File: src/rtl/vx_dispatch_credit_pkg.sv
// Shared constants for the credit-gated dispatch stage: perf counter width,
// credit counter width and the minimum-one log2 used for index widths.
package vx_dispatch_credit_pkg;

    localparam int PERF_CTR_BITS = 32;
    localparam int CRD_W         = 8;

    function automatic int unsigned log2_min1(input int unsigned n);
        return (n > 1) ? $clog2(n) : 1;
    endfunction

endpackage

File: src/rtl/vx_dispatch_credit_ctr.sv
// Per lane-unit downstream credit counter with sticky overflow flag.
// Fire and return in the same cycle cancel; a return at full credit is dropped and flagged.
module vx_dispatch_credit_ctr
    import vx_dispatch_credit_pkg::*;
#(
    parameter int CREDITS = 4
) (
    input  logic clk,
    input  logic reset,
    input  logic fire,
    input  logic ret,
    output logic avail,
    output logic overflow
);

    localparam logic [CRD_W-1:0] CRD_MAX = CRD_W'(CREDITS);

    logic [CRD_W-1:0] credit_q, credit_d;
    logic             ovf_q, ovf_d;

    always_comb begin
        credit_d = credit_q;
        ovf_d    = ovf_q;
        if (fire && !ret) begin
            credit_d = credit_q - CRD_W'(1);
        end else if (ret && !fire) begin
            if (credit_q == CRD_MAX) begin
                ovf_d = 1'b1;
            end else begin
                credit_d = credit_q + CRD_W'(1);
            end
        end
    end

    always_ff @(posedge clk) begin
        if (reset) begin
            credit_q <= CRD_MAX;
            ovf_q    <= 1'b0;
        end else begin
            credit_q <= credit_d;
            ovf_q    <= ovf_d;
        end
    end

    assign avail    = (credit_q != '0);
    assign overflow = ovf_q;

endmodule

File: src/rtl/vx_dispatch_credit.sv
// Credit-gated dispatch: each lane routes into a per-(lane,unit) FIFO released under downstream credit.
// Optional perf counters are built only when DISPATCH_PERF_EN is defined.
module vx_dispatch_credit
    import vx_dispatch_credit_pkg::*;
#(
    parameter  int NUM_LANES   = 1,
    parameter  int NUM_UNITS   = 4,
    parameter  int DATAW       = 64,
    parameter  int NUM_THREADS = 4,
    parameter  int DEPTH       = 2,
    parameter  int CREDITS     = 4,
    localparam int EXW         = int'(log2_min1(NUM_UNITS)),
    localparam int TIDW        = int'(log2_min1(NUM_THREADS)),
    localparam int ENTW        = DATAW + NUM_THREADS + TIDW
) (
    input  logic                                clk,
    input  logic                                reset,
    input  logic [NUM_LANES-1:0]                in_valid,
    output logic [NUM_LANES-1:0]                in_ready,
    input  logic [NUM_LANES*EXW-1:0]            in_ex_type,
    input  logic [NUM_LANES*NUM_THREADS-1:0]    in_tmask,
    input  logic [NUM_LANES*DATAW-1:0]          in_data,
    output logic [NUM_LANES*NUM_UNITS-1:0]      out_valid,
    input  logic [NUM_LANES*NUM_UNITS-1:0]      out_ready,
    output logic [NUM_LANES*NUM_UNITS*ENTW-1:0] out_data,
    input  logic [NUM_LANES*NUM_UNITS-1:0]      crd_return,
    output logic [1:0]                          err
`ifdef DISPATCH_PERF_EN
    ,
    output logic [NUM_UNITS*PERF_CTR_BITS-1:0]  perf_stalls,
    output logic [NUM_UNITS*PERF_CTR_BITS-1:0]  perf_fires,
    output logic [NUM_UNITS*PERF_CTR_BITS-1:0]  perf_nocredit
`endif
);

    localparam int NB = NUM_LANES * NUM_UNITS;
    localparam int PW = $clog2(DEPTH);
    localparam int CW = PW + 1;
    localparam logic [EXW:0] NUM_UNITS_EXT = (EXW+1)'(NUM_UNITS);

    logic [NB-1:0]             buf_full;
    logic [NB-1:0]             buf_empty;
    logic [NB-1:0]             buf_enq;
    logic [NB-1:0]             buf_deq;
    logic [NB-1:0]             crd_avail;
    logic [NB-1:0]             crd_ovf;
    logic [NUM_LANES-1:0]      lane_bad;
    logic [NUM_LANES*ENTW-1:0] lane_entry;
    logic                      bad_q, bad_d;

    for (genvar l = 0; l < NUM_LANES; l++) begin : g_lane
        logic [EXW-1:0]         ex;
        logic [NUM_THREADS-1:0] tmask;
        logic [NUM_THREADS-1:0] tmask_sh;
        logic [TIDW-1:0]        last_tid;
        logic [NUM_UNITS-1:0]   unit_ok;

        assign ex          = in_ex_type[l*EXW +: EXW];
        assign tmask       = in_tmask[l*NUM_THREADS +: NUM_THREADS];
        assign lane_bad[l] = ({1'b0, ex} >= NUM_UNITS_EXT);

        // Ascending scan: the highest set thread wins; all-zero mask leaves 0.
        always_comb begin
            last_tid = '0;
            tmask_sh = '0;
            for (int unsigned t = 0; t < NUM_THREADS; t++) begin
                tmask_sh = tmask >> t;
                if (tmask_sh[0]) begin
                    last_tid = TIDW'(t);
                end
            end
        end

        assign lane_entry[l*ENTW +: ENTW] = {in_data[l*DATAW +: DATAW], tmask, last_tid};

        for (genvar u = 0; u < NUM_UNITS; u++) begin : g_unit
            assign unit_ok[u] = (ex == EXW'(u)) && !buf_full[l*NUM_UNITS + u];
            assign buf_enq[l*NUM_UNITS + u] = in_valid[l] && !reset && unit_ok[u];
        end

        // Out-of-range unit types are swallowed so the lane never wedges.
        assign in_ready[l] = !reset && (lane_bad[l] || (|unit_ok));
    end

    always_comb begin
        bad_d = bad_q | (|(in_valid & lane_bad));
    end

    always_ff @(posedge clk) begin
        if (reset) begin
            bad_q <= 1'b0;
        end else begin
            bad_q <= bad_d;
        end
    end

    assign err = {|crd_ovf, bad_q};

    for (genvar k = 0; k < NB; k++) begin : g_buf
        localparam int LANE = k / NUM_UNITS;

        logic [ENTW-1:0] mem_q [DEPTH];
        logic [ENTW-1:0] mem_d [DEPTH];
        logic [PW-1:0]   wptr_q, wptr_d;
        logic [PW-1:0]   rptr_q, rptr_d;
        logic [CW-1:0]   cnt_q, cnt_d;

        assign buf_full[k]  = (cnt_q == CW'(DEPTH));
        assign buf_empty[k] = (cnt_q == '0);
        assign out_valid[k] = !reset && !buf_empty[k] && crd_avail[k];
        assign buf_deq[k]   = out_valid[k] && out_ready[k];
        assign out_data[k*ENTW +: ENTW] = mem_q[rptr_q];

        always_comb begin
            mem_d  = mem_q;
            wptr_d = wptr_q;
            rptr_d = rptr_q;
            if (buf_enq[k]) begin
                mem_d[wptr_q] = lane_entry[LANE*ENTW +: ENTW];
                wptr_d        = wptr_q + PW'(1);
            end
            if (buf_deq[k]) begin
                rptr_d = rptr_q + PW'(1);
            end
            cnt_d = cnt_q + CW'(buf_enq[k]) - CW'(buf_deq[k]);
        end

        always_ff @(posedge clk) begin
            if (reset) begin
                wptr_q <= '0;
                rptr_q <= '0;
                cnt_q  <= '0;
            end else begin
                wptr_q <= wptr_d;
                rptr_q <= rptr_d;
                cnt_q  <= cnt_d;
            end
            mem_q <= mem_d;
        end

        vx_dispatch_credit_ctr #(
            .CREDITS (CREDITS)
        ) u_ctr (
            .clk      (clk),
            .reset    (reset),
            .fire     (buf_deq[k]),
            .ret      (crd_return[k]),
            .avail    (crd_avail[k]),
            .overflow (crd_ovf[k])
        );
    end

`ifdef DISPATCH_PERF_EN
    for (genvar u = 0; u < NUM_UNITS; u++) begin : g_perf
        logic [NUM_LANES-1:0]     stall_v, fire_v, nocr_v;
        logic [PERF_CTR_BITS-1:0] stalls_q, stalls_d;
        logic [PERF_CTR_BITS-1:0] fires_q, fires_d;
        logic [PERF_CTR_BITS-1:0] nocr_q, nocr_d;

        for (genvar l = 0; l < NUM_LANES; l++) begin : g_pl
            assign stall_v[l] = out_valid[l*NUM_UNITS + u] && !out_ready[l*NUM_UNITS + u];
            assign fire_v[l]  = buf_deq[l*NUM_UNITS + u];
            assign nocr_v[l]  = !buf_empty[l*NUM_UNITS + u] && !crd_avail[l*NUM_UNITS + u];
        end

        always_comb begin
            stalls_d = stalls_q + PERF_CTR_BITS'($countones(stall_v));
            fires_d  = fires_q + PERF_CTR_BITS'($countones(fire_v));
            nocr_d   = nocr_q + PERF_CTR_BITS'($countones(nocr_v));
        end

        always_ff @(posedge clk) begin
            if (reset) begin
                stalls_q <= '0;
                fires_q  <= '0;
                nocr_q   <= '0;
            end else begin
                stalls_q <= stalls_d;
                fires_q  <= fires_d;
                nocr_q   <= nocr_d;
            end
        end

        assign perf_stalls[u*PERF_CTR_BITS +: PERF_CTR_BITS]   = stalls_q;
        assign perf_fires[u*PERF_CTR_BITS +: PERF_CTR_BITS]    = fires_q;
        assign perf_nocredit[u*PERF_CTR_BITS +: PERF_CTR_BITS] = nocr_q;
    end
`endif

endmodule
File: config.mk
export PLATFORM = sky130hd
export DESIGN_NAME = vx_dispatch_credit
export DESIGN_NICKNAME = d
export VERILOG_FILES = /design/src/rtl/vx_dispatch_credit_pkg.sv /design/src/rtl/vx_dispatch_credit_ctr.sv /design/src/rtl/vx_dispatch_credit.sv
export SDC_FILE = /design/constraint.sdc
export NUM_CORES = 1
export LEC_CHECK = 0
export CORE_ASPECT_RATIO = 0.5
export CORE_MARGIN = 2
export CORE_UTILIZATION = 52
export DETAILED_ROUTE_END_ITERATION = 7
export PLACE_DENSITY_LB_ADDON = 0.3
export SYNTH_ARGS = -nofsm -noshare
export SYNTH_HDL_FRONTEND = slang
export SYNTH_HIERARCHICAL = 1
export SYNTH_SLANG_ARGS = --single-unit
File: constraint.sdc
create_clock -name clk -period 8.6 [get_ports clk]
set_input_delay 1.72 -clock clk [delete_from_list [all_inputs] [get_ports clk]]
set_output_delay 1.72 -clock clk [all_outputs]
set_load 0.01 [all_outputs]
==> flow_metrics.env, run 1 <==
export IMPL_outcome="complete, no violations"
export IMPL_crit_chain="clkdlybuf4s50_1 -> nor4bb_1 -> a311oi_1 -> o21a_1 -> clkdlybuf4s50_1"
export IMPL_path_max_fanout=7
export IMPL_worstRegToRegCells=12
export IMPL_grt_antenna_before_repair=1
export IMPL_holdWs_ps=496
export IMPL_wire_per_inst_um=23.3
export IMPL_r2r_start="g_buf[2].u_ctr/credit_q[3]"
export IMPL_fillCellCount=3306
export IMPL_ys_seq_elements=612
export IMPL_grt_pass1_vias=13200
export IMPL_clk_path_buf_depth=3
export IMPL_critPathLaunchType="input port"
export IMPL_cts_setup_buffers=0
export IMPL_area_delta_synth_final_pct=24.2
export IMPL_antenna_left=0
export IMPL_die_area_sq_um=49200
export IMPL_critical_path_max_stage_delay_ps=680
export IMPL_grt_overflow=0
export IMPL_synth_top_area_share_pct=68.3
export IMPL_p_sw_mw=1.54
export IMPL_path_class="input port to primary output"
export IMPL_die_y_um=158
export IMPL_grtUsageMet2_pct=39.3
export IMPL_slowest_stage="clkdlybuf4s50_1"
export IMPL_setup_reg_to_reg_worst_slack_ps=5270
export IMPL_totalNegativeSetupSlack_ps=0
export IMPL_required_ps=6880
export IMPL_cts_resized=0
export IMPL_crit_top_cell="clkdlybuf4s50_1"
export IMPL_drtPass1Iterations=5
export IMPL_drive_gt1_share_pct=19.8
export IMPL_drt_wl_total_um=56800
export IMPL_vdd_ir_drop_max_mv=0.164
export IMPL_drv_cap=0
export IMPL_clock_latency_ps=600
export IMPL_power_frac_seq_pct=52.1
export IMPL_synthesis_nets=1499
export IMPL_powerDensity_nw_per_um2=215
export IMPL_finalHoldViolCount=0
export IMPL_yosysWarnings=6
export IMPL_grt_pass1_wl_um=82700
export IMPL_num_rows=56
export IMPL_synth_avg_cell_area_sq_um=17.7
export IMPL_async_flop_share_pct=0
export IMPL_crit_path_end="in_ready"
export IMPL_clock_fmax_mhz=192
export IMPL_tritoncts="done"
export IMPL_synthTopCellsByArea="edfxtp_1 (68%), mux2_2 (9.7%), dfxtp_1 (4.2%)"
export IMPL_start_util_pct=52.6
export IMPL_synth_seq_area_share_pct=72.5
export IMPL_grt_use_total_pct=22.5
export IMPL_synth_edf_count=560
export IMPL_routed_via_density=5.47
export IMPL_p_comb_share_pct=11.1
export IMPL_nets=1864
export IMPL_num_io_pins=368
export IMPL_cp_startpoint="in_ex_type[1]"
export IMPL_critical_path_arrival_ps=3490
export IMPL_p_int_mw=5.02
export IMPL_cts_root_buf="clkbuf_16"
export IMPL_place_congestion=0.812
export IMPL_p_clk_share_pct=36.9
export IMPL_fin_crit_sh_pct=60.5
export IMPL_p_leak_nw=10.1
export IMPL_slew_headroom_pct=30.7
export IMPL_route_detailed_drc=0
export IMPL_core_sq_um=46800
export IMPL_tightest_slew_ps=1040
export IMPL_clk_pin_slew_ps=70
export IMPL_mappedNetlistArea_sq_um=24600
export IMPL_htree_num_levels=2
export IMPL_busiest_layer="met2"
export IMPL_grt_max_degree=60
export IMPL_synth_cells=1394
export IMPL_hp_class="flop to flop"
export IMPL_r2r_end="g_buf[2].u_ctr/credit_q[6]"
export IMPL_rsz0062_at_grt="false"
export IMPL_die_width_um=312
export IMPL_clock_sinks=612
export IMPL_vias=13300
export IMPL_grtUsageMet1_pct=28.7
export IMPL_io_buffers=366
export IMPL_dp_hpwl_um=34500
export IMPL_cts_hold_fix_buffers=0
export IMPL_drt_iter0_drc=897
export IMPL_drv_slew=0
export IMPL_synth_top_area_cell="edfxtp_1"
export IMPL_swShare_pct=23.5
export IMPL_cts_made_buffers=52
export IMPL_endpoint_kind="primary output"
export IMPL_yosys_cell_types_count=58
export IMPL_grt_use_met3_pct=3.31
export IMPL_finClkSkew_ps=24.1
export IMPL_fin_crit_ps=5210
export IMPL_setup_violations=0
export IMPL_synthFlopType="edfxtp_1"
-- sequential cells by signal (all words and copies together) (netlist names) --
signal / cells
g_buf.wptr_q: 4
g_buf.cnt_q: 8
g_buf.u_ctr/credit_q: 32
g_buf.mem_q: 560
g_buf.rptr_q: 4
g_buf.u_ctr/overflow: 4
-- cell families (layout without fill, tap and decap cells) --
family                   count (synthesis)  in the layout  share of synthesized area [%]
adder cells (fa/ha/maj)                 24             24                           1.22
AO/OA/AOI/OAI                           98             98                           3.38
XOR/XNOR                                47             47                           1.67
flip-flops                             612            612                           72.5
other                                    1              2                         0.0152
AND/OR/NAND/NOR                        213            213                           5.50
multiplexers                           298            298                           13.5
buffers and inverters                  101            509                           2.15
-- stage by stage --
step                instances  instance area, sq um  util (%)  power, mW  setup slack [ps]
finish                   2441                 30600      65.4       6.56              3390
global route             2441                 30600      65.4       6.79              3350
CTS                      2440                 30600      65.3       6.61              3420
detailed placement       2343                 28800      61.6       4.21              3430
global placement         2343                 28800      61.6       4.20              3440
floorplan                1394                 24600         -       3.87              2120
-- layer usage --
metal | share of wire (%) | vias up
met5 | 0 | -
met4 | 3.8 | 0
met3 | 3.9 | 104
met2 | 51 | 342
met1 | 41 | 6827
li1 | - | 6070
-- power by group through the flow --
| stage | Sequential [mW] | Combinational, mW | Clock, mW |
|---|---|---|---|
| after floorplan | 3.42 | 0.452 | 0 |
| final | 3.42 | 0.726 | 2.42 |
| after global placement | 3.48 | 0.719 | 0 |
| after CTS | 3.42 | 0.732 | 2.46 |
| after detailed placement | 3.48 | 0.727 | 0 |
| after global routing | 3.43 | 0.781 | 2.58 |
-- critical path, delay by kind of cell --
family                 cells  cell delay, ps
buffers and inverters      2            1210
AOI/OAI and AO/OA          2             460
and+or+nand+nor            1             100
-- worst min-delay path by stage --
stage	start	endpoint	slack, ps	depth (start not counted)
floorplan	g_buf[2].u_ctr/overflow	g_buf[2].u_ctr/overflow	430	2
global placement	g_buf[3].u_ctr/overflow	g_buf[3].u_ctr/overflow	460	2
detailed placement	g_buf[3].u_ctr/overflow	g_buf[3].u_ctr/overflow	460	2
CTS	g_buf[2].u_ctr/overflow	g_buf[2].u_ctr/overflow	490	2
global route	g_buf[0].u_ctr/overflow	g_buf[0].u_ctr/overflow	520	2
finish	g_buf[0].u_ctr/overflow	g_buf[0].u_ctr/overflow	500	2
-- cells in the mapped netlist, types with 5 or more instances --
| library cell | number |
|---|---|
| xor2_1 | 28 |
| mux2i_1 | 18 |
| nor4b_1 | 8 |
| xnor2_1 | 19 |
| buf_4 | 9 |
| nor3_2 | 7 |
| mux2_1 | 68 |
| nor3_1 | 5 |
| nand2b_1 | 18 |
| nor2_1 | 56 |
| nand2_1 | 37 |
| nor2b_1 | 19 |
| o22a_1 | 8 |
| ha_1 | 24 |
| clkbuf_1 | 9 |
| a31oi_1 | 12 |
| nand3b_1 | 8 |
| a21oi_1 | 20 |
| o21bai_1 | 7 |
| dfxtp_1 | 52 |
| nor4_4 | 5 |
| nor4b_2 | 8 |
| mux2_2 | 212 |
| inv_1 | 30 |
| buf_6 | 9 |
| edfxtp_1 | 560 |
| buf_2 | 40 |
| and2_1 | 5 |
-- cells in the final DEF, fill, tap and decap left out, types with 7 or more instances in the layout --
cell type and n:
nor4_4 8, mux2_1 68, nor4b_1 8, a31oi_1 12
edfxtp_1 560, nor3_2 7, mux2_2 212, clkbuf_16 52
nor4b_2 8, xnor2_1 19, nor2b_1 19, clkinv_2 10
o22a_1 8, clkinv_1 14, inv_1 30, a21oi_1 20
ha_1 24, clkdlybuf4s50_1 365, dfxtp_1 48, nand2b_1 18
bufinv_16 7, nand3b_1 8, o21bai_1 7, mux2i_1 18
nand2_1 37, xor2_1 28, buf_4 16, nor2_1 56
-- area by class of cell --
class	count	area [sq um]	area share, %
Sequential cell	612	17900	58.4
Multi-Input combinational cell	681	6270	20.5
Timing Repair Buffer	382	3780	12.4
Clock buffer	57	1320	4.32
Tap cell	638	798	2.61
Clock inverter	40	432	1.41
Inverter	30	113	0.368
Antenna cell	1	2.50	0.00818
(Power assumes the default switching activity.)
==> run 2, diff against run 1 <==
- clock period: 8.6 -> 5.15 ns (I/O delays scaled with it)
==> run 2 against run 1 <==
Against the previous run:
- non-clock buffer count up 4
- sequential cell count unchanged
- sequential share of layout area down 0.26 points
- via count up 1.0%
- worst hold slack worse by 8.5 ps
- register-to-register slack worse by 3500 ps
- critical path type is now flop to primary output
- largest cell class unchanged
==> flow_metrics.env, run 2 (synthesis gave the netlist of run 1 again) <==
export IMPL_worstRegToRegCells=12
export IMPL_clock_fmax_mhz=256
export IMPL_crit_chain="buf_4 -> mux2_2 -> clkdlybuf4s50_1"
export IMPL_critical_path_arrival_ps=2880
export IMPL_clk_path_buf_depth=3
export IMPL_num_rows=56
export IMPL_r2r_end="g_buf[0].u_ctr/credit_q[6]"
export IMPL_drt_iter0_drc=857
export IMPL_die_y_um=158
export IMPL_final_common_cell="edfxtp_1"
export IMPL_r2r_start="g_buf[0].u_ctr/credit_q[4]"
export IMPL_vdd_ir_drop_max_mv=0.316
export IMPL_area_delta_synth_final_pct=24.8
export IMPL_critical_path_max_stage_delay_ps=930
export IMPL_p_leak_nw=10.1
export IMPL_totalNegativeSetupSlack_ps=0
export IMPL_clock_sinks=612
export IMPL_endpoint_kind="primary output"
export IMPL_top_register="g_buf.mem_q"
export IMPL_drv_slew=0
export IMPL_tightest_slew_ps=1130
export IMPL_fin_crit_sh_pct=75.9
export IMPL_drtPass1Iterations=5
export IMPL_cts_resized=0
export IMPL_grt_overflow=0
export IMPL_finalHoldViolCount=0
export IMPL_route_detailed_drc=0
export IMPL_slew_headroom_pct=24.2
export IMPL_outcome="complete, no violations"
export IMPL_antenna_left=0
export IMPL_setup_violations=0
export IMPL_slowest_stage="dfxtp_4"
export IMPL_hp_start="g_buf[3].u_ctr/overflow"
export IMPL_powerDensity_nw_per_um2=356
export IMPL_drive_gt1_share_pct=20.1
export IMPL_p_clk_share_pct=36.5
export IMPL_swShare_pct=23.5
export IMPL_vias=13500
export IMPL_drt_wl_total_um=57500
export IMPL_dp_hpwl_um=34800
export IMPL_io_buffers=366
export IMPL_finClkSkew_ps=22.5
export IMPL_path_max_fanout=58
export IMPL_power_frac_seq_pct=52.4
export IMPL_grt_use_total_pct=22.7
export IMPL_setup_reg_to_reg_worst_slack_ps=1790
export IMPL_p_sw_mw=2.57
export IMPL_tritoncts="done"
export IMPL_largest_reg_flops=560
export IMPL_htree_num_levels=2
export IMPL_num_io_pins=368
export IMPL_start_util_pct=52.6
export IMPL_required_ps=4120
export IMPL_worstHoldPathCells=2
export IMPL_total_power_mw=10.9
export IMPL_cts_setup_buffers=0
export IMPL_cts_root_buf="clkbuf_16"
export IMPL_grt_pass1_wl_um=83400
export IMPL_rsz0062_at_grt="false"
export IMPL_clock_latency_ps=610
export IMPL_min_to="g_buf[3].u_ctr/overflow"
export IMPL_p_int_mw=8.35
export IMPL_place_congestion=0.796
export IMPL_largest_registers="g_buf.mem_q (560), g_buf.u_ctr/credit_q (32), g_buf.cnt_q (8)"
export IMPL_cts_made_buffers=53
export IMPL_die_area_sq_um=49200
export IMPL_wire_per_inst_um=23.5
export IMPL_grt_pass1_vias=13300
export IMPL_grt_antenna_before_repair=1
export IMPL_fin_util_pct=65.7
export IMPL_fin_crit_ps=3910
export IMPL_hp_class="flop to flop"
export IMPL_routed_via_density=5.51
export IMPL_cts_hold_fix_buffers=0
export IMPL_drv_cap=0
export IMPL_p_comb_share_pct=11.1
export IMPL_core_sq_um=46800
export IMPL_nets=1869
export IMPL_die_width_um=312
export IMPL_critPathLaunchType="flop"
export IMPL_final_cell_mix="edfxtp_1 (560), clkdlybuf4s50_1 (365), mux2_2 (212)"
export IMPL_grt_max_degree=72
export IMPL_clk_pin_slew_ps=70
export IMPL_path_class="flop to primary output"
-- run 2: cell count changes in the layout (fill, tap and decap cells not counted) --
cell       before  now
diode_2         1    2
clkinv_2       10   13
buf_4          16   10
buf_12          0   10
bufinv_16       7    5
inv_6           4    1
clkbuf_8        0    2
clkbuf_16      52   53
inv_8           0    1
clkbuf_1        5   10
clkinv_1       14    6
-- run 2: routing by layer --
metal | part of all wire [%] | global-route usage [%] | vias to the layer above
met4 | 3.6 | 8.79 | 0
met3 | 3.6 | 3.27 | 97
met2 | 51 | 40.1 | 311
met1 | 42 | 28.7 | 6986
met5 | 0 | 0 | -
li1 | - | - | 6086
-- run 2: worst max path at each step --
| stage | startpoint | to | slack [ps] | depth (start not counted) |
|---|---|---|---|---|
| global placement | reset | g_buf[0].u_ctr/credit_q[6] | 1320 | 11 |
| CTS | g_buf[0].rptr_q | out_data[55] | 1180 | 3 |
| finish | g_buf[0].rptr_q | out_data[60] | 1240 | 3 |
| floorplan | reset | g_buf[1].mem_q[100] | -640 | 3 |
| global route | g_buf[0].rptr_q | out_data[55] | 1130 | 3 |
| detailed placement | reset | g_buf[0].u_ctr/credit_q[6] | 1170 | 11 |
-- run 2: metrics by stage --
stage / worst slack [ps] / instances / instance area, sq um / hold WS [ps]
floorplan: -642 / 1394 / 24600 / 428
global placement: 1320 / 2347 / 29000 / 450
detailed placement: 1170 / 2347 / 29000 / 480
CTS: 1180 / 2443 / 30700 / 491
global route: 1130 / 2444 / 30700 / 523
finish: 1240 / 2445 / 30700 / 488
-- run 2: area by class of cell --
cell class	instances	area [sq um]
Inverter	30	113
Tap cell	638	798
Fill cell	3305	16100
Multi-Input combinational cell	681	6270
Clock buffer	65	1390
Timing Repair Buffer	386	3930
Antenna cell	2	5.00
Clock inverter	31	342
Sequential cell	612	17900
-- run 2: critical path, delay by kind of cell, from the launching register on --
family	cells	cell delay (ps)
buf+inv	2	830
mux	1	370
flops	1	930
-- run 2: power by group through the flow --
stage	logic [mW]	registers, mW	clock network, mW
after floorplan	0.755	5.71	0
after global placement	1.19	5.83	0
after detailed placement	1.21	5.84	0
after CTS	1.22	5.73	4.07
after global routing	1.30	5.75	4.25
final	1.21	5.73	3.99
==> run 3, diff against run 2 <==
- CORE_UTILIZATION: 52 -> 49
- clock period: 5.15 -> 3.43 ns (I/O delays scaled with it)
==> run 3 against run 2 <==
Against the previous run:
- combinational power increased by 56%
- sequential power increased by 49%
- sequential cell count unchanged
- final area increased by 0.82%
- clock skew decreased by 7.8 ps
- worst hold slack got worse by 15 ps
- setup slack got worse by 960 ps
- final cell count increased by 1.8%
- die area increased by 6.0%
- power increased by 50%
- count of clock-buffer cells in the layout decreased by 4
==> flow_metrics.env, run 3 (synthesis gave the netlist of run 1 again) <==
export IMPL_r2r_start="g_buf[0].u_ctr/credit_q[3]"
export IMPL_grt_pass1_vias=13300
export IMPL_num_rows=58
export IMPL_path_max_fanout=30
export IMPL_p_leak_nw=10.2
export IMPL_top_register="g_buf.mem_q"
export IMPL_cts_root_buf="clkbuf_16"
export IMPL_die_width_um=321
export IMPL_largest_registers="g_buf.mem_q (560), g_buf.u_ctr/credit_q (32), g_buf.cnt_q (8)"
export IMPL_critical_path_arrival_ps=2470
export IMPL_drt_wl_total_um=57900
export IMPL_setup_violations=0
export IMPL_rsz0062_at_grt="false"
export IMPL_grt_max_degree=72
export IMPL_htree_num_levels=2
export IMPL_drt_iter0_drc=921
export IMPL_totalNegativeSetupSlack_ps=0
export IMPL_critPathLaunchType="flop"
export IMPL_powerDensity_nw_per_um2=527
export IMPL_crit_buf_inv=2
export IMPL_path_class="flop to primary output"
export IMPL_cp_top_family="buffers and inverters"
export IMPL_drtPass1Iterations=4
export IMPL_vias=13500
export IMPL_place_congestion=0.802
export IMPL_outcome="complete, no violations"
export IMPL_cp_depth=3
export IMPL_fin_crit_sh_pct=91.9
export IMPL_drive_gt1_share_pct=20.9
export IMPL_largest_reg_flops=560
export IMPL_clk_pin_slew_ps=70
export IMPL_finClkSkew_ps=14.7
export IMPL_required_ps=2740
export IMPL_wire_per_inst_um=23.3
export IMPL_clock_sinks=612
export IMPL_final_common_cell="edfxtp_1"
export IMPL_core_sq_um=49900
export IMPL_clock_fmax_mhz=317
export IMPL_die_y_um=163
export IMPL_dp_hpwl_um=36600
export IMPL_num_io_pins=368
export IMPL_slowest_stage="dfxtp_4"
export IMPL_grt_overflow=0
export IMPL_cts_setup_buffers=0
export IMPL_fin_crit_ps=3150
export IMPL_cts_resized=0
export IMPL_hp_start="g_buf[1].u_ctr/overflow"
export IMPL_drv_slew=0
export IMPL_die_area_sq_um=52200
export IMPL_final_instance_count_excl_fill=2488
export IMPL_drv_cap=0
export IMPL_vdd_ir_drop_max_mv=0.457
export IMPL_tightest_slew_ps=609
export IMPL_hp_class="flop to flop"
export IMPL_clock_latency_ps=590
export IMPL_placed_cells=2393
export IMPL_grt_pass1_wl_um=84600
export IMPL_finalHoldViolCount=0
export IMPL_worstHoldPathCells=2
export IMPL_route_detailed_drc=0
export IMPL_area_delta_synth_final_pct=25.8
export IMPL_nets=1893
export IMPL_io_buffers=366
export IMPL_regArea_sq_um=17900
export IMPL_worstRegToRegCells=12
export IMPL_min_to="g_buf[1].u_ctr/overflow"
export IMPL_endpoint_kind="primary output"
export IMPL_grt_antenna_before_repair=2
export IMPL_cts_hold_fix_buffers=0
export IMPL_setup_reg_to_reg_worst_slack_ps=420
export IMPL_r2r_end="g_buf[0].u_ctr/credit_q[6]"
export IMPL_start_util_pct=49.3
export IMPL_clk_path_buf_depth=3
export IMPL_multi_input_area_sq_um=6270
export IMPL_grt_use_total_pct=21.7
export IMPL_fillCellCount=3554
export IMPL_critical_path_max_stage_delay_ps=670
export IMPL_cts_made_buffers=53
export IMPL_slew_headroom_pct=59.4
export IMPL_final_cell_mix="edfxtp_1 (560), clkdlybuf4s50_1 (365), mux2_2 (212)"
export IMPL_holdWs_ps=473
export IMPL_tritoncts="done"
export IMPL_routed_via_density=5.41
export IMPL_antenna_left=0
export IMPL_crit_chain="buf_4 -> mux2_2 -> clkdlybuf4s50_1"
==> run 3: area by class of cell <==
cell class | instances | area share [%]
flip-flops and latches | 612 | 57.7
clock inverters | 32 | 1.03
clock buffers | 61 | 4.38
diodes | 2 | 0.0162
multi-input cells | 681 | 20.3
well taps | 660 | 2.67
repair buffers | 410 | 13.6
inverters | 30 | 0.363
==> run 3: metal layers <==
metal	wire (um)	up-vias	track usage [%]	share of wire (%)
li1	-	6136	-	-
met1	23700	6961	27.3	41
met2	30300	258	38.6	52
met3	1810	99	3.10	3.1
met5	0	-	0	0
met4	2080	0	8.03	3.6
==> run 3: power breakdown <==
part | switching (mW) | leakage, nW | internal (mW)
clock network | 2.67 | 0.809 | 3.23
registers | 0.242 | 5.48 | 8.31
logic | 0.926 | 3.94 | 0.968
==> run 3: worst max path at each step <==
stage	from	end	slack, ps
after CTS	g_buf[2].rptr_q	out_data[149]	200
after global routing	g_buf[2].rptr_q	out_data[149]	160
after detailed placement	out_ready[0]	g_buf[0].u_ctr/credit_q[6]	290
after floorplan	reset	g_buf[2].mem_q[100]	-370
final	g_buf[2].rptr_q	out_data[157]	280
after global placement	out_ready[0]	g_buf[0].u_ctr/credit_q[6]	370
==> run 3: through the flow <==
stage / total power, mW / setup slack [ps] / utilization, % / cell area [sq um]
floorplan: 9.71 / -367 / - / 24700
CTS: 16.5 / 198 / 62.0 / 31000
finish: 16.3 / 278 / 62.0 / 31000
detailed placement: 10.6 / 294 / 58.7 / 29300
global route: 16.9 / 163 / 62.0 / 31000
global placement: 10.6 / 374 / 58.7 / 29300
==> run 3: worst reg2reg max path, stage by stage (launching register included) <==
cell and delay (ps):
dfxtp_1 450, nor4_4 440, nand3_1 140, and4bb_1 310, ha_1 270, xor2_1 150
ha_1 210, a21boi_1 230, o22a_1 190, nand4_1 100, a31oi_1 220, xnor2_1 140
nor2_1 50
